===== config.mk =====
export PLATFORM = sky130hd
export DESIGN_NAME = nv_nvdla_nocif_dram_read_ig_spt
export DESIGN_NICKNAME = d
export VERILOG_FILES = /design/src/rtl/nv_nvdla_nocif_dram_read_ig_spt.sv
export SDC_FILE = /design/constraint.sdc
export NUM_CORES = 1
export LEC_CHECK = 0
export ABC_AREA = 1
export CAP_MARGIN = 10
export CORE_UTILIZATION = 45
export DETAILED_ROUTE_END_ITERATION = 8
export GPL_TIMING_DRIVEN = 0
export PLACE_DENSITY_LB_ADDON = 0.3
export SLEW_MARGIN = 20
export SYNTH_ARGS = -nofsm -noshare
export SYNTH_HDL_FRONTEND = slang
export SYNTH_SLANG_ARGS = --single-unit

===== constraint.sdc =====
create_clock -name nvdla_core_clk -period 3.8 [get_ports nvdla_core_clk]
set_clock_uncertainty 0.05 [all_clocks]
set_input_delay 0.76 -clock nvdla_core_clk [delete_from_list [all_inputs] [get_ports nvdla_core_clk]]
set_output_delay 0.76 -clock nvdla_core_clk [all_outputs]
set_load 0.01 [all_outputs]

===== src/rtl/nv_nvdla_nocif_dram_read_ig_spt.sv =====
// nv_nvdla_nocif_dram_read_ig_spt: read-ingress split stage; a request whose atom span crosses a 256B boundary is issued as two requests
// Ports: nvdla_core_clk/nvdla_core_rst (async active-high); arb2spt_req_* request in (valid/ready/pd);
// spt2cvt_req_* registered request out (valid/ready/pd); spt2cvt_split_cnt saturating split count (NVDLA_NOCIF_SPT_CNT_EN only).
// pd: [AW-1:0] addr, [AW+2:AW] size, [AW+6:AW+3] axid, [AW+7] ftran, [AW+8] ltran, [AW+10:AW+9] rsvd
module nv_nvdla_nocif_dram_read_ig_spt #(
  parameter int AW = 64
) (
  input  logic          nvdla_core_clk,
  input  logic          nvdla_core_rst,
  input  logic          arb2spt_req_valid,
  output logic          arb2spt_req_ready,
  input  logic [AW+10:0] arb2spt_req_pd,
  output logic          spt2cvt_req_valid,
  input  logic          spt2cvt_req_ready,
  output logic [AW+10:0] spt2cvt_req_pd
`ifdef NVDLA_NOCIF_SPT_CNT_EN
  ,
  output logic [15:0]   spt2cvt_split_cnt
`endif
);
  logic          out_vld, pend;
  logic [AW+10:0] out_pd, pend_pd, first_pd, second_pd;
  logic [AW-1:0] addr;
  logic [2:0]    s, size;
  logic [3:0]    e;
  logic          spl, in_acc, out_acc;
  assign addr = arb2spt_req_pd[AW-1:0];
  assign size = arb2spt_req_pd[AW+2:AW];
  assign s = addr[7:5];
  assign e = {1'b0, s} + {1'b0, size};
  assign spl = e[3];
  assign arb2spt_req_ready = !pend && (!out_vld || spt2cvt_req_ready);
  assign in_acc = arb2spt_req_valid && arb2spt_req_ready;
  assign out_acc = out_vld && spt2cvt_req_ready;
  assign spt2cvt_req_valid = out_vld;
  assign spt2cvt_req_pd = out_pd;
  // First piece runs to the end of the 256B block; second starts at the next block and carries the remainder.
  assign first_pd = {arb2spt_req_pd[AW+10:AW+9], 1'b0, arb2spt_req_pd[AW+7:AW+3], ~s, addr};
  assign second_pd = {arb2spt_req_pd[AW+10:AW+8], 1'b0, arb2spt_req_pd[AW+6:AW+3], e[2:0],
                      addr[AW-1:8] + 1'b1, 8'h0};
  // in_acc implies !pend, so the pend-drain and input-load branches never collide.
  always_ff @(posedge nvdla_core_clk or posedge nvdla_core_rst) begin
    if (nvdla_core_rst) begin
      out_vld <= 1'b0;
      pend <= 1'b0;
    end else if (out_acc && pend) begin
      pend <= 1'b0;
    end else if (in_acc) begin
      out_vld <= 1'b1;
      pend <= spl;
    end else if (out_acc) begin
      out_vld <= 1'b0;
    end
  end
  always_ff @(posedge nvdla_core_clk) begin
    if (out_acc && pend) out_pd <= pend_pd;
    else if (in_acc) out_pd <= spl ? first_pd : arb2spt_req_pd;
    if (in_acc && spl) pend_pd <= second_pd;
  end
`ifdef NVDLA_NOCIF_SPT_CNT_EN
  always_ff @(posedge nvdla_core_clk or posedge nvdla_core_rst) begin
    if (nvdla_core_rst) spt2cvt_split_cnt <= 16'h0;
    else if (in_acc && spl && spt2cvt_split_cnt != 16'hFFFF) spt2cvt_split_cnt <= spt2cvt_split_cnt + 16'h1;
  end
`endif
endmodule


# --- Word level (Yosys, flattened, before mapping) ---
# Cells that the tools add are included.
word_totals:
  reg_bits: 143
  in_bits: 79
  output_inout_bits: 77
  word_cells: 27
classes:
  addsub: 2
  n_mux: 7
  n_bitwise: 2
  reduce_logical: 11
op_table:
  columns: ["cell", "n"]
  rows:
  - ["75-bit 2-to-1 mux", 2]
  - ["73-bit 2-to-1 mux", 1]
  - ["56-bit by 1-bit adder with 56-bit output, second input constant", 1]
  - ["1-bit logical AND", 5]
  - ["3-bit by 3-bit adder with 4-bit output", 1]
  - ["1-bit 2-to-1 mux", 4]
  - ["2-bit nonzero test", 2]
  - ["3-bit inverter", 1]
  - ["1-bit zero test", 2]
  - ["2-bit AND reduction", 1]
  - ["1-bit logical OR", 1]
  - ["1-bit inverter", 1]

# --- Longest topological paths before layout ---
# Gate-level depths: netlist of run 1.
depth:
  ltp_word: 6
  mapped_depth: 9
  ltp_nobuf: 9

# --- Worst setup path after synthesis of run 1 ---
# OpenSTA, ideal clock, no wires.
synth_path:
  path_type: "input to register"
  startpoint: "input port spt2cvt_req_ready"
  endpoint: "register out_pd[0] (netlist: spt2cvt_req_pd[0]), enable pin"
  setup_ns: 0.760
  t_arrival_ns: 2.628
  t_required_ns: 2.990
  slack_ns: 0.362
  cell_stages: 4
  path_buffers: 2
  path_cell_list: "nand3_1 -> buf_2 -> buf_1 -> nand2_1"
synth_via:
  elab_chain_cells: 4
  elab_cells_between_ends: 6
  classes_between: "reduce/logical: 6"
synth_lines:
  columns: ["item", "line_no", "text"]
  rows:
  - ["start, declared", "14", "input logic spt2cvt_req_ready,"]
  - ["1-bit logical OR", "32", "assign arb2spt_req_ready = !pend && (!out_vld || spt2cvt_req_ready);"]
  - ["1-bit logical AND", "32", null]
  - ["1-bit logical AND", "33", "assign in_acc = arb2spt_req_valid && arb2spt_req_ready;"]
  - ["2-bit nonzero test (no source line) *", null, null]
  - ["end signal, assigned", "56", "if (out_acc && pend) out_pd <= pend_pd;"]
  - ["end signal, assigned", "57", "else if (in_acc) out_pd <= spl ? first_pd : arb2spt_req_pd;"]
  - ["end, declared", "22", "logic [AW+10:0] out_pd, pend_pd, first_pd, second_pd;"]
# Every way passes the cells marked *; elsewhere a longest branch is shown, timed or not.
# A chain may end at the register's enable or synchronous reset.

# --- Worst setup path after layout of run 1 ---
layout_path:
  startpoint: "input port arb2spt_req_pd[8]"
  endpoint: "register pend_pd[58] (data pin)"
layout_via:
  elab_chain_cells: 1
layout_lines:
  columns: ["item", "line_no", "text"]
  rows:
  - ["start, declared", "12", "input logic [AW+10:0] arb2spt_req_pd,"]
  - ["56-bit by 1-bit adder with 56-bit output", "40", "addr[AW-1:8] + 1'b1, 8'h0};"]
  - ["net second_pd[58]", "22", null]
  - ["end signal, assigned", "58", "if (in_acc && spl) pend_pd <= second_pd;"]
  - ["end, declared", "22", null]
# The timed path passes the listed nets, and every way through them passes these cells.

==> results.sh, run 1 <==
export IMPL_outcome="finished clean"
export IMPL_finalMaxSlewViolations=0
export IMPL_clk_pin_slew_ns=0.06
export IMPL_ys_seq_area_share_pct=60.1
export IMPL_pwr_share_clk_pct=32.2
export IMPL_path_cells="clkdlybuf4s50_1, ha_1, nand2_1, nor2_4, nand3b_1, nor2_1, nand3_1, nand2_1, nand2_1"
export IMPL_leakagePower_nw=3.79
export IMPL_critPathCapture="pend_pd[58]$_DFFE_PP_"
export IMPL_rrSetupSlack_ns=1.40
export IMPL_grt_pass1_wl_um=30200
export IMPL_crit_start="arb2spt_req_pd[8]"
export IMPL_num_fill_cells=1322
export IMPL_synthTopCellsByCount="313 x nand2_1, 141 x edfxtp_1, 90 x nor2_1"
export IMPL_synth_area_leaders="edfxtp_1 59%, nand2_1 16%, nor2_1 4.7%"
export IMPL_cts_tree="done"
export IMPL_std_cell_rows=45
export IMPL_worstMarginPinSlew_ns=0.574
export IMPL_hold_violations=0
export IMPL_fmax_ghz=0.359
export IMPL_period_share_pct=73.3
export IMPL_min_path_type="in -> async"
export IMPL_yosys_area_top_type="edfxtp_1"
export IMPL_endpoint_kind="register"
export IMPL_io_pin_count=156
export IMPL_grt_max_degree=52
export IMPL_htreeDepth=4
export IMPL_fp_dieH_um=128
export IMPL_vias=5847
export IMPL_cts_buffer_depth=2
export IMPL_numPortBuffers=155
export IMPL_rsz0062_at_grt="false"
export IMPL_clock_sinks=143
export IMPL_grt_use_total_pct=25.1
export IMPL_switching_power_mw=1.45
export IMPL_peakVddDrop_mv=0.403
export IMPL_place_hpwl_um=14700
export IMPL_cpMostUsedCell="nand2_1"
export IMPL_postCtsSetupBuffers=0
export IMPL_grt_overflow_total=0
export IMPL_area_delta_synth_final_pct=34.7
export IMPL_hold_buffers=0
export IMPL_p_int_mw=3.90
export IMPL_cp_max_fo=6
export IMPL_worst_slew_margin_rel_pct=61.7
export IMPL_regToRegStartpoint="spt2cvt_req_valid$_DFFE_PP0P_"
export IMPL_power_total_mw=5.36
export IMPL_synth_most_common_cell="nand2_1"
export IMPL_synth_ff_type="edfxtp_1"
export IMPL_layout_drive_gt1_share_pct=6.69
export IMPL_syn_avg_cell_area_um2=9.28
export IMPL_antenna_found_initial=0
export IMPL_cts_resized=0
export IMPL_seqPwrFrac_pct=42.5
export IMPL_die_area_mm2=0.0163
export IMPL_maxCapViolCount=0
export IMPL_ant_nets=0
export IMPL_dr_pass1_iters=5
export IMPL_r2r_end="spt2cvt_req_pd[48]$_DFFE_PP_"
export IMPL_core_mm2=0.0153
export IMPL_antennaDiodeCount=0
export IMPL_slowest_delay_ns=0.59
export IMPL_post_route_drc_count=0
export IMPL_die_x_um=128
export IMPL_path_class="in -> reg"
export IMPL_cellPowerDensity_mw_per_mm2=558
export IMPL_syn_area_mm2=0.00713
export IMPL_async_reset_ff_share_pct=1.40
export IMPL_p_comb_share_pct=25.3
export IMPL_min_period_ns=2.79
export IMPL_drt_wl_total_um=19400
export IMPL_dp_cells=1136
export IMPL_first_global_vias=5653
export IMPL_synth_cell_type_count=25
export IMPL_setup_viol=0
export IMPL_routed_via_density=5.01
export IMPL_crit_arrival_ns=2.92
export IMPL_drtIter0Drc=499
export IMPL_start_util_pct=46.5
export IMPL_final_cell_count_no_fill=1167
export IMPL_synth_edff_count=141
export IMPL_clock_latency_ns=0.43
export IMPL_start_kind="primary input"
export IMPL_slowest_stage="clkdlybuf4s50_1"
export IMPL_yosysWarnings=0
export IMPL_ys_ff_latch=143
export IMPL_gp_congestion=0.896
export IMPL_numCtsBuffers=17
export IMPL_utilization_pct=62.7
export IMPL_swShare_pct=27.2
export IMPL_r2r_cells=5
export IMPL_final_nets=1029
export IMPL_clock_tree_root_cell="clkbuf_16"
export IMPL_netlist_area_leader_share_pct=59.4
export IMPL_post_drt_wl_per_cell_um=16.7
export IMPL_syn_nets=853
export IMPL_worstPathRequired_ns=3.94
export IMPL_synth_cells=768
==> sequential cells by signal, indices dropped and copies added, names as in the netlist <==
signal             flops
pend_pd               66
pend                   1
spt2cvt_req_pd        75
spt2cvt_req_valid      1
==> cells in the final DEF (no fill, tap or decap), types with 2 or more instances in the layout <==
master / n
xnor2_1: 19
clkinv_2: 3
nand3_1: 23
nand2_2: 8
nor2_8: 2
o21ai_1: 6
clkbuf_1: 10
nand2_1: 312
clkbuf_16: 17
edfxtp_1: 141
nor2_1: 90
nor2_2: 7
ha_1: 5
dfrtp_1: 2
bufinv_16: 4
nor2_4: 5
nand2_4: 5
buf_2: 7
xor2_1: 13
nand4_1: 15
a21oi_1: 2
o21ai_0: 33
clkdlybuf4s50_1: 155
clkinv_4: 2
nand3b_1: 2
inv_1: 59
==> power by group through the flow <==
stage / Combinational (mW) / Sequential, mW / Clock (mW)
after floorplan: 0.419 / 2.46 / 0
after global placement: 1.30 / 2.34 / 0
after CTS: 1.37 / 2.27 / 1.75
final: 1.36 / 2.27 / 1.73
after global routing: 1.47 / 2.30 / 1.82
after detailed placement: 1.36 / 2.30 / 0
==> final cells by class <==
type | instances | area, um2 | area share (%)
sequential | 143 | 4280 | 44.6
multi-input combinational | 550 | 2560 | 26.7
timing repair buffer | 157 | 1600 | 16.7
clock buffer | 20 | 437 | 4.55
tap | 211 | 264 | 2.75
inverter | 60 | 228 | 2.37
clock inverter | 11 | 165 | 1.72
buffer | 15 | 65.1 | 0.678
==> how the worst min path moves through the flow <==
stage                           from                            end  slack, ns  cells past startpoint
2_1_floorplan  pend_pd[10]$_DFFE_PP_   spt2cvt_req_pd[10]$_DFFE_PP_       0.44                      2
3_3_place_gp   pend_pd[67]$_DFFE_PP_   spt2cvt_req_pd[67]$_DFFE_PP_       0.44                      2
3_5_place_dp   pend_pd[67]$_DFFE_PP_   spt2cvt_req_pd[67]$_DFFE_PP_       0.45                      2
4_1_cts               nvdla_core_rst  spt2cvt_req_valid$_DFFE_PP0P_       0.43                      2
5_1_grt               nvdla_core_rst               pend$_DFFE_PP0P_       0.44                      2
6_report              nvdla_core_rst               pend$_DFFE_PP0P_       0.45                      2
==> critical path: cells and delay by family <==
kind                     cells  cell delay [ns]
buffers and inverters        1             0.59
adder cells (fa/ha/maj)      1             0.35
AND/OR/NAND/NOR              7             1.22
==> metal layers <==
layer | part of all wire (%) | vias to the layer above | global-route usage [%]
met5 | 0 | - | 0
met4 | 1.9 | 0 | 7.89
met3 | 6.9 | 23 | 5.63
met2 | 46 | 218 | 40.5
met1 | 45 | 2741 | 33.7
li1 | - | 2865 | -
==> through the flow <==
stage	setup TNS (ns)	area, um2	hold WS, ns	setup WS [ns]
global placement	-141.60	8940	0.440	-1.28
global route	0	9600	0.441	0.888
detailed placement	0	9000	0.449	0.597
floorplan	0	7130	0.437	0.362
finish	0	9600	0.447	1.01
CTS	0	9600	0.429	1.02
==> kinds of logic (layout without fill, tap and decap cells) <==
family | Yosys count | after routing | share of synthesized area, %
AO/OA/AOI/OAI | 41 | 41 | 2.88
XOR/XNOR | 32 | 32 | 3.93
adder cells (fa/ha/maj) | 6 | 6 | 1.16
buffers and inverters | 75 | 263 | 4.07
flip-flops | 143 | 143 | 60.1
AND/OR/NAND/NOR | 471 | 471 | 27.8
No activity file was read; power rests on OpenSTA's default activity.
==> run 2: changes to the inputs <==
- clock period: 3.8 -> 2.4 ns (I/O delays scaled with it)
==> results.sh, run 2 (same netlist as run 1, synthesis figures left out) <==
export IMPL_critPathCapture="pend_pd[34]$_DFFE_PP_"
export IMPL_seqPwrFrac_pct=42.0
export IMPL_cts_buffer_depth=2
export IMPL_layout_drive_gt1_share_pct=7.11
export IMPL_period_share_pct=95.9
export IMPL_grt_max_degree=76
export IMPL_grt_overflow_total=0
export IMPL_min_path_type="in -> async"
export IMPL_crit_start="arb2spt_req_pd[8]"
export IMPL_path_cells="clkdlybuf4s50_1, ha_1, nand2_1, nor2_4, nand3b_1, inv_1, nand2_1, xnor2_1"
export IMPL_start_kind="primary input"
export IMPL_slowest_delay_ns=0.59
export IMPL_start_util_pct=46.5
export IMPL_post_route_drc_count=0
export IMPL_worstMarginPinSlew_ns=0.591
export IMPL_die_x_um=128
export IMPL_first_global_vias=5536
export IMPL_ant_nets=0
export IMPL_dp_cells=1136
export IMPL_io_pin_count=156
export IMPL_fmax_ghz=0.434
export IMPL_drtIter0Drc=477
export IMPL_cpMostUsedCell="nand2_1"
export IMPL_power_total_mw=8.57
export IMPL_fp_dieH_um=128
export IMPL_fin_ws_ns=0.0972
export IMPL_path_class="in -> reg"
export IMPL_rrSetupSlack_ns=0.42
export IMPL_postCtsSetupBuffers=0
export IMPL_grt_pass1_wl_um=29600
export IMPL_worst_slew_margin_rel_pct=60.6
export IMPL_core_mm2=0.0153
export IMPL_routed_via_density=4.98
export IMPL_antennaDiodeCount=0
export IMPL_dpl_cell_area_mm2=0.00901
export IMPL_area_delta_synth_final_pct=35.5
export IMPL_numCtsBuffers=17
export IMPL_swShare_pct=26.8
export IMPL_rsz0062_at_grt="false"
export IMPL_holdWs_ns=0.172
export IMPL_dr_pass1_iters=6
export IMPL_grt_busiest_layer="met2"
export IMPL_worstPathRequired_ns=2.51
export IMPL_min_period_ns=2.30
export IMPL_setup_viol=0
export IMPL_outcome="finished clean"
export IMPL_p_comb_share_pct=24.7
export IMPL_slowest_stage="clkdlybuf4s50_1"
export IMPL_endpoint_kind="register"
export IMPL_post_drt_wl_per_cell_um=16.6
export IMPL_clock_sinks=143
export IMPL_finalMaxSlewViolations=0
export IMPL_grt_use_total_pct=24.7
export IMPL_final_cell_count_no_fill=1167
export IMPL_grtUsageMet2_pct=40.1
export IMPL_std_cell_rows=45
export IMPL_antenna_found_initial=0
export IMPL_peakVddDrop_mv=0.557
export IMPL_worst_path_buf_inv=2
export IMPL_num_fill_cells=1304
export IMPL_switching_power_mw=2.30
export IMPL_maxCapViolCount=0
export IMPL_vias=5807
export IMPL_r2r_end="spt2cvt_req_pd[28]$_DFFE_PP_"
export IMPL_place_ws_ns=-0.704
export IMPL_cp_max_fo=6
export IMPL_critical_path_top_delay_family="buffers and inverters"
export IMPL_clk_pin_slew_ns=0.06
export IMPL_final_nets=1028
export IMPL_final_cell_mix="311 x nand2_1, 154 x clkdlybuf4s50_1, 141 x edfxtp_1"
export IMPL_leakagePower_nw=3.79
export IMPL_largest_register_ffs=75
export IMPL_pwr_share_clk_pct=33.2
export IMPL_grt_use_met3_pct=4.13
export IMPL_r2r_cells=3
export IMPL_clock_latency_ns=0.42
export IMPL_cp_depth=8
export IMPL_drt_wl_total_um=19400
export IMPL_p_int_mw=6.27
export IMPL_regToRegStartpoint="spt2cvt_req_valid$_DFFE_PP0P_"
export IMPL_cts_tree="done"
export IMPL_gp_congestion=0.933
export IMPL_cellPowerDensity_mw_per_mm2=887
export IMPL_final_common_cell="nand2_1"
export IMPL_clock_tree_root_cell="clkbuf_16"
export IMPL_hold_violations=0
export IMPL_place_hpwl_um=14600
export IMPL_htreeDepth=4
export IMPL_grt_use_met1_pct=34.0
export IMPL_numPortBuffers=155
export IMPL_final_area_mm2=0.00966
export IMPL_die_area_mm2=0.0163
export IMPL_crit_arrival_ns=2.42
run 2: changes by cell type in the layout (fill, tap and decap cells not counted), sizes merged:
cell and delta:
clkdlybuf4s50 -1, dlymetal6s2s +1, clkinvlp +3, buf -1, clkinv -3, clkbuf +1
inv -1, bufinv +1
run 2: routing by layer:
| metal | part of all wire (%) | vias up |
|---|---|---|
| met1 | 46 | 2698 |
| li1 | - | 2858 |
| met3 | 6.4 | 19 |
| met5 | 0 | - |
| met2 | 46 | 232 |
| met4 | 1.1 | 0 |
run 2: cell type report:
type	count	area (um2)	share of cell area (%)
Sequential cell	143	4280	44.4
Multi-Input combinational cell	550	2590	26.8
Timing Repair Buffer	157	1590	16.5
Clock buffer	21	440	4.56
Tap cell	211	264	2.73
Inverter	60	236	2.45
Clock inverter	11	186	1.93
Buffer	14	61.3	0.635
run 2: metrics by stage:
step	util, %	TNS, ns
2_1_floorplan	-	-7.53
3_3_place_gp	58.6	-147.95
3_5_place_dp	58.9	-76.63
4_1_cts	63.0	0
5_1_grt	63.1	0
6_report	63.1	0
run 2: timing repair:
item / CTS / global route
setup endpoints to repair: 76 / 33
hold buffers: 0 / 0
pin swaps: 0 / 0
resized for setup: 2 / 2
run 2: power groups by stage:
stage,Clock (mW),Sequential (mW),Combinational [mW]
4_1_cts,2.87,3.61,2.15
3_3_place_gp,0,3.66,2.07
2_1_floorplan,0,3.87,0.678
3_5_place_dp,0,3.66,2.12
5_1_grt,2.98,3.64,2.31
6_report,2.85,3.60,2.12
run 2: how the worst min path moves through the flow:
stage	end	startpoint	slack [ns]
finish	spt2cvt_req_valid$_DFFE_PP0P_	nvdla_core_rst	0.17
floorplan	pend$_DFFE_PP0P_	nvdla_core_rst	0.17
CTS	spt2cvt_req_valid$_DFFE_PP0P_	nvdla_core_rst	0.16
global route	spt2cvt_req_valid$_DFFE_PP0P_	nvdla_core_rst	0.17
global placement	spt2cvt_req_pd[35]$_DFFE_PP_	pend_pd[35]$_DFFE_PP_	0.44
detailed placement	spt2cvt_req_pd[66]$_DFFE_PP_	pend_pd[66]$_DFFE_PP_	0.45
run 2: worst register-to-register path, cell delays in order, from the launching register on:
cell and delay, ns:
dfrtp_1 0.40, nand3_1 0.22, buf_2 0.45, nand2_8 0.40
==> run 3: changes to the inputs <==
- HOLD_SLACK_MARGIN: not set -> 0.08
- clock period: 2.4 -> 2.55 ns (I/O delays scaled with it)
==> results.sh, run 3 (same netlist as run 1, synthesis figures left out) <==
export IMPL_dr_pass1_iters=5
export IMPL_post_route_drc_count=0
export IMPL_outcome="finished clean"
export IMPL_post_drt_wl_per_cell_um=16.7
export IMPL_final_cell_count_no_fill=1169
export IMPL_area_delta_synth_final_pct=34.7
export IMPL_numCtsBuffers=17
export IMPL_clock_latency_ns=0.43
export IMPL_peakVddDrop_mv=0.512
export IMPL_min_path_type="in -> async"
export IMPL_antennaDiodeCount=0
export IMPL_gp_congestion=0.950
export IMPL_vias=5798
export IMPL_place_hpwl_um=14800
export IMPL_slowest_delay_ns=0.49
export IMPL_layout_drive_gt1_share_pct=7.41
export IMPL_fmax_ghz=0.412
export IMPL_die_x_um=128
export IMPL_leakagePower_nw=3.77
export IMPL_p_comb_share_pct=26.0
export IMPL_antenna_found_initial=0
export IMPL_clock_tree_root_cell="clkbuf_16"
export IMPL_seqPwrFrac_pct=43.5
export IMPL_rsz0062_at_grt="false"
export IMPL_final_common_cell="nand2_1"
export IMPL_grt_max_degree=42
export IMPL_worstPathRequired_ns=2.67
export IMPL_period_share_pct=95.3
export IMPL_htreeDepth=4
export IMPL_std_cell_rows=45
export IMPL_clock_sinks=143
export IMPL_grt_use_total_pct=24.8
export IMPL_fin_tns_setup_ns=0
export IMPL_finalMaxSlewViolations=0
export IMPL_cellPowerDensity_mw_per_mm2=813
export IMPL_grt_pass1_wl_um=29800
export IMPL_first_global_vias=5503
export IMPL_swShare_pct=28.0
export IMPL_worstMarginPinSlew_ns=0.587
export IMPL_p_int_mw=5.62
export IMPL_cts_buffer_depth=2
export IMPL_clk_pin_slew_ns=0.06
export IMPL_cp_max_fo=41
export IMPL_drtIter0Drc=504
export IMPL_endpoint_kind="register"
export IMPL_fp_dieH_um=128
export IMPL_largest_register_ffs=75
export IMPL_slowest_stage="buf_1"
export IMPL_numPortBuffers=155
export IMPL_min_period_ns=2.43
export IMPL_core_mm2=0.0153
export IMPL_setup_viol=0
export IMPL_pwr_share_clk_pct=30.5
export IMPL_ant_nets=0
export IMPL_hold_violations=0
export IMPL_path_cells="clkdlybuf4s50_1, nand3_1, buf_2, buf_1, nand2_8, buf_12"
export IMPL_crit_arrival_ns=2.54
export IMPL_final_nets=1030
export IMPL_maxCapViolCount=0
export IMPL_postCtsSetupBuffers=0
export IMPL_dp_cells=1137
export IMPL_cts_tree="done"
export IMPL_final_cell_mix="311 x nand2_1, 155 x clkdlybuf4s50_1, 141 x edfxtp_1"
export IMPL_worst_slew_margin_rel_pct=60.9
export IMPL_drt_wl_total_um=19500
export IMPL_switching_power_mw=2.18
export IMPL_start_kind="primary input"
export IMPL_grt_overflow_total=0
export IMPL_io_pin_count=156
export IMPL_num_fill_cells=1323
export IMPL_die_area_mm2=0.0163
export IMPL_path_class="in -> reg"
export IMPL_start_util_pct=46.5
export IMPL_routed_via_density=4.96
export IMPL_holdWs_ns=0.193
## run 3: final timing paths
| path | depth (start not counted) | startpoint | endpoint | slack [ns] |
|---|---|---|---|---|
| max in group asynchronous | 2 | nvdla_core_rst | pend$_DFFE_PP0P_ | 2.14 |
| max reg2reg | 5 | spt2cvt_req_valid$_DFFE_PP0P_ | spt2cvt_req_pd[48]$_DFFE_PP_ | 0.22 |
| min in group nvdla_core_clk | 2 | pend_pd[40]$_DFFE_PP_ | spt2cvt_req_pd[40]$_DFFE_PP_ | 0.46 |
| min reg2reg | 2 | pend_pd[40]$_DFFE_PP_ | spt2cvt_req_pd[40]$_DFFE_PP_ | 0.46 |
| min | 2 | nvdla_core_rst | spt2cvt_req_valid$_DFFE_PP0P_ | 0.19 |
| max | 6 | spt2cvt_req_ready | spt2cvt_req_pd[48]$_DFFE_PP_ | 0.12 |
## run 3: what timing repair did
action | in CTS | in global routing
gates resized for setup | 0 | 2
hold buffers | 0 | 0
setup endpoints to repair | 0 | 36
endpoints found under the hold margin | 0 | 0
## run 3: routing by layer
metal / global-route usage [%] / up-vias / routed length [um]
li1: - / 2861 / -
met1: 33.6 / 2679 / 8810
met2: 38.8 / 226 / 8980
met3: 5.80 / 32 / 1260
met4: 9.13 / 0 / 432
met5: 0 / - / 0
## run 3: per-stage QoR
step,worst slack (ns),area [um2],util [%],power (mW)
2_1_floorplan,0.00138,7150,-,4.28
3_3_place_gp,-1.22,8960,58.5,5.39
3_5_place_dp,-0.405,9030,59.0,5.46
4_1_cts,0.0495,9580,62.6,7.84
5_1_grt,0.0128,9600,62.7,8.14
6_report,0.121,9600,62.7,7.80
## run 3: cell type report
cell class / instances / area (um2) / area share (%)
multi-input combinational: 550 / 2580 / 26.9
buffer: 15 / 65.1 / 0.678
sequential: 143 / 4280 / 44.6
clock buffer: 20 / 437 / 4.55
timing repair buffer: 158 / 1610 / 16.8
tap: 211 / 264 / 2.75
inverter: 60 / 231 / 2.41
clock inverter: 12 / 118 / 1.23
## run 3: worst max-delay path: cells and delay by family
kind / cells / cell delay, ns
buf+inv: 4 / 1.49
simple gates: 2 / 0.51
## run 3: power groups by stage
stage	clock network, mW	registers, mW	logic (mW)
floorplan	0	3.65	0.632
global placement	0	3.46	1.93
detailed placement	0	3.44	2.02
CTS	2.40	3.40	2.04
global route	2.51	3.43	2.20
finish	2.38	3.39	2.03
==> patch 1 (settings of run 2) <==
Add a define of `NVDLA_NOCIF_SPT_CNT_EN`.
--- a/src/rtl/nv_nvdla_nocif_dram_read_ig_spt.sv
+++ b/src/rtl/nv_nvdla_nocif_dram_read_ig_spt.sv
@@ -2,6 +2,8 @@
 // Ports: nvdla_core_clk/nvdla_core_rst (async active-high); arb2spt_req_* request in (valid/ready/pd);
 // spt2cvt_req_* registered request out (valid/ready/pd); spt2cvt_split_cnt saturating split count (NVDLA_NOCIF_SPT_CNT_EN only).
 // pd: [AW-1:0] addr, [AW+2:AW] size, [AW+6:AW+3] axid, [AW+7] ftran, [AW+8] ltran, [AW+10:AW+9] rsvd
+`define NVDLA_NOCIF_SPT_CNT_EN
+
 module nv_nvdla_nocif_dram_read_ig_spt #(
   parameter int AW = 64
 ) (
Behaviour (old outputs only; new: spt2cvt_split_cnt): unchanged (Yosys induction, for registers that start in step).
==> patch 1 against run 2 <==
  * Critical path depth rose by 1
  * First-iteration DRC count up 7.1%
  * Core utilization decreased by 0.79 points
  * Global-route usage down 0.25 points
  * Design area rose by 12%
  * Non-clock buffer count increased by 18
  * Largest power group unchanged
  * Area after synthesis increased by 13%
  * Sequential cell count is 16 higher
  * Routed wire length up 10%
  * Total power grew 7.4%
  * Setup slack gained 0.044 ns
==> patch 1: results (changes against run 2) <==
| Quantity | Value | Delta |
|---|---|---|
| First-pass detailed-route iteration total | 7 | +1 |
| R2r setup slk | 0.34 ns | -0.08 ns |
| Standby leakage power | 4.27 nW | +13% |
| Max FO, Critical Path | 5 | -1 |
| Met2 usage | 37.8% | -2.3 points |
| Number of fill cells | 1,475 | +13% |
| Number of distinct library cells after synthesis | 29 | +16% |
| Transition time at the pin with the least slew margin | 0.738 ns | +0.146 ns |
| Worst hold-check slack | 0.433 ns | +0.261 ns |
| Worst setup endpoint | pend_pd[48] |  |
| Largest stage delay on the critical path | 0.54 ns | -0.05 ns |
| Total vias in the final route | 6,689 | +15% |
| Instance area at placement | 10,100 um^2 | +12% |
| Routed met2 length | 9770 um | +9.3% |
| Routed met3 length | 1500 um | +21% |
| Aggregate routed wire length | 21,400 um | +10% |
| Routed met1 length | 9650 um | +7.2% |
| Clock share of power | 31.2% | -2.0 points |
| Cell total after placement | 1,295 | +14% |
| Detailed Place HPWL | 15,900 um | +8.9% |
| Share of synthesized flip-flops with an asynchronous set or reset | 11.3% | +9.9 points |
| Global placer's final weighted congestion | 0.931 | -0.23% |
| Sequential share of cell area | 43.3% | -1.0 points |
| Count of port buffers added during placement | 171 | +10% |
| Critical R2R Launch | pend |  |
| Synthesized netlist net count | 982 | +15% |
| First-pass GRT wire length | 33,300 um | +12% |
| Flip-flop and latch count after synthesis | 159 | +11% |
| GR met3 Demand/Resource | 4.53% | +0.39 points |
| Pin count of the biggest net entering global routing | 39 | -49% |
| Relative area of clock buffers and inverters in the final design | 5.77% | -0.73 points |
| Fraction of final layout cells sized beyond drive strength 1 | 8.06% | +0.95 points |
| Dominant cells by area after synthesis | edfxtp_1 (53%), nand2_1 (18%), dfrtp_1 (5.6%) |  |
| Clock buffer count in the final layout | 19 | -9.5% |
| Met1 Track Usage GR | 34.2% | +0.27 points |
| Power Combinational | 0.00239 W | +13% |
| Register area | 4680 um^2 | +9.3% |
| Worst reg2reg path endpoint | spt2cvt_req_pd[34] |  |
| Critical path startpoint | arb2spt_req_pd[9] |  |
| N_diodes | 1 | +1 |
| Status | finished, final reports clean |  |
| Crit path arrival time | 2.39 ns | -0.03 ns |
| Path depth of the worst reg2reg path | 5 | +2 |
| Number of global-route vias before repair | 6,285 | +14% |
-- patch 1: cell types whose count changed in the layout (fill, tap and decap cells not counted), moves of 3 or more --
cell / run 2 / this run
xnor2_1: 19 / 25
clkbuf_1: 11 / 8
dfrtp_1: 2 / 18
nand3b_1: 2 / 5
nand2_1: 311 / 366
nand4_1: 15 / 21
nand2_2: 9 / 19
inv_1: 57 / 64
clkdlybuf4s50_1: 154 / 170
nor2_1: 89 / 106
-- patch 1: repair_timing --
item / 4_1_cts / 5_1_grt
buffers inserted: 0 / 1
resized for setup: 5 / 1
hold endpoints to repair: 0 / 0
hold buffers: 0 / 0
endpoints found under the setup margin: 89 / 15
cloned: 2 / 0
pin swaps: 2 / 1
-- patch 1: logic make-up after synthesis --
logic type | Yosys count | synth area share (%)
flip-flops | 159 | 58.2
AND/OR/NAND/NOR | 564 | 29.4
buffers and inverters | 83 | 4.20
XOR/XNOR | 40 | 4.35
adder cells (fa/ha/maj) | 6 | 1.03
AO/OA/AOI/OAI | 45 | 2.80
==> patch 2 (config.mk and constraints of run 2) <==
Made on the original files. Set the parameter `AW` to 96 (it was 64).
--- a/src/rtl/nv_nvdla_nocif_dram_read_ig_spt.sv
+++ b/src/rtl/nv_nvdla_nocif_dram_read_ig_spt.sv
@@ -3,7 +3,7 @@
 // spt2cvt_req_* registered request out (valid/ready/pd); spt2cvt_split_cnt saturating split count (NVDLA_NOCIF_SPT_CNT_EN only).
 // pd: [AW-1:0] addr, [AW+2:AW] size, [AW+6:AW+3] axid, [AW+7] ftran, [AW+8] ltran, [AW+10:AW+9] rsvd
 module nv_nvdla_nocif_dram_read_ig_spt #(
-  parameter int AW = 64
+  parameter int AW = 96
 ) (
   input  logic          nvdla_core_clk,
   input  logic          nvdla_core_rst,
Interface: changed (resized arb2spt_req_pd and spt2cvt_req_pd); port bits go from 156 to 220. No check against the original RTL was run, so the function may have changed too.
==> patch 2 against run 2 <==
  * Total power is 30% higher
  * Fmax hardly changed
  * Area after synthesis is 47% higher
  * Cell count is 37% higher
  * Setup slack worse by 0.0018 ns
  * Sequential cell count is 64 higher
  * Routed wire length is 57% higher
  * Design area is 45% higher
  * Critical endpoint is now pend_pd[80]
  * Highest routed layer unchanged
==> patch 2: results (changes against run 2) <==
| Quantity | Value | Delta |
|---|---|---|
| Net switching power | 0.00298 W | +29% |
| Number of distinct library cells after synthesis | 28 | +12% |
| Standby leakage power | 4.91 nW | +29% |
| Drt initial violations | 553 | +16% |
| R2r setup slk | 0.18 ns | -0.24 ns |
| Aggregate global-route resource usage | 25.8% | +1.2 points |
| List of most frequent post-synthesis cells | nand2_1 (297), edfxtp_1 (205), nor2_1 (179) |  |
| Maximum root-to-sink buffer count | 3 | +1 |
| Detailed Place HPWL | 23,100 um | +59% |
| Latest clock arrival within the worst-skew pair | 0.52 ns | +0.10 ns |
| Worst setup endpoint | pend_pd[80] |  |
| Share of synthesized flip-flops with an asynchronous set or reset | 0.966% | -0.43 points |
| Max FO, Critical Path | 4 | -2 |
| Final min period | 2.30 ns | +0.00181 ns |
| Total power | 0.0111 W | +30% |
| Average wire per standard cell | 19.1 um | +15% |
| Count of flip-flops with a built-in enable after synthesis | 205 | +45% |
| Clock network power | 0.00332 W | +16% |
| Path depth of the worst reg2reg path | 4 | +1 |
| Pin count of the biggest net entering global routing | 55 | -28% |
| First-pass detailed-route iteration total | 5 | -1 |
| Synthesized netlist net count | 1,130 | +32% |
| Total vias in the final route | 8,209 | +41% |
| GR met3 Demand/Resource | 3.59% | -0.55 points |
| Instance area at placement | 13,200 um^2 | +46% |
| Fraction of final layout cells sized beyond drive strength 1 | 12.5% | +5.4 points |
| Status | finished, final reports clean |  |
| Met1 Track Usage GR | 36.1% | +2.1 points |
| Transition time at the pin with the least slew margin | 0.649 ns | +0.0574 ns |
| Max FFs per register | 107 | +43% |
| Cell total after placement | 1,548 | +36% |
| Worst reg2reg path endpoint | spt2cvt_req_pd[84] |  |
| Worst slack at placement | -0.734 ns | -0.0301 ns |
| Global placer's final weighted congestion | 0.885 | -5.1% |
| Dominant cells by area after synthesis | edfxtp_1 (59%), nand2_1 (11%), mux2_2 (8.6%) |  |
| Count of port buffers added during placement | 219 | +41% |
[patch 2: layout make-up]
type                       count  area [um^2]  area share [%]
sequential                   207         6210            44.4
multi-input combinational    738         4120            29.5
timing repair buffer         226         2280            16.3
clock buffer                  30          602            4.31
tap                          313          392            2.80
inverter                      56          214            1.53
clock inverter                12         92.6           0.663
buffer                        13         51.3           0.367
[patch 2: per-stage QoR]
step / utilization (%) / hold WS [ns]
6_report: 61.3 / 0.0790
5_1_grt: 61.3 / 0.0840
4_1_cts: 61.2 / 0.0605
3_5_place_dp: 58.0 / 0.485
3_3_place_gp: 57.7 / 0.479
2_1_floorplan: - / 0.171
[patch 2: logic make-up after synthesis]
kind of cell | after synthesis | share of synthesized area [%]
xor+xnor | 58 | 4.83
fa+ha+maj | 6 | 0.786
flops | 207 | 59.0
compound gates | 29 | 1.46
mux | 80 | 8.57
buf+inv | 69 | 2.48
simple gates | 564 | 22.8
[patch 2: metal layers]
| metal | part of all wire (%) | routed length, um |
|---|---|---|
| met5 | 0 | 0 |
| met4 | 2.5 | 754 |
| met2 | 46 | 14200 |
| met3 | 7.2 | 2200 |
| met1 | 44 | 13400 |
[patch 2: critical path: stages]
cell             delay [ns]
clkdlybuf4s50_1        0.52
ha_1                   0.20
inv_1                  0.09
nor2_4                 0.21
nand2_4                0.13
nor2_4                 0.19
nand2_2                0.16
nor2_2                 0.28
nand2_1                0.11
nand2_1                0.09
nand2_1                0.05
[patch 2: what timing repair did]
item | CTS | global route
pin swaps | 1 | 1
gates resized for setup | 3 | 3
endpoints found under the hold margin | 0 | 0
buffers inserted | 2 | 2
setup endpoints to repair | 142 | 6
hold buffers | 0 | 0
gates cloned | 1 | 0
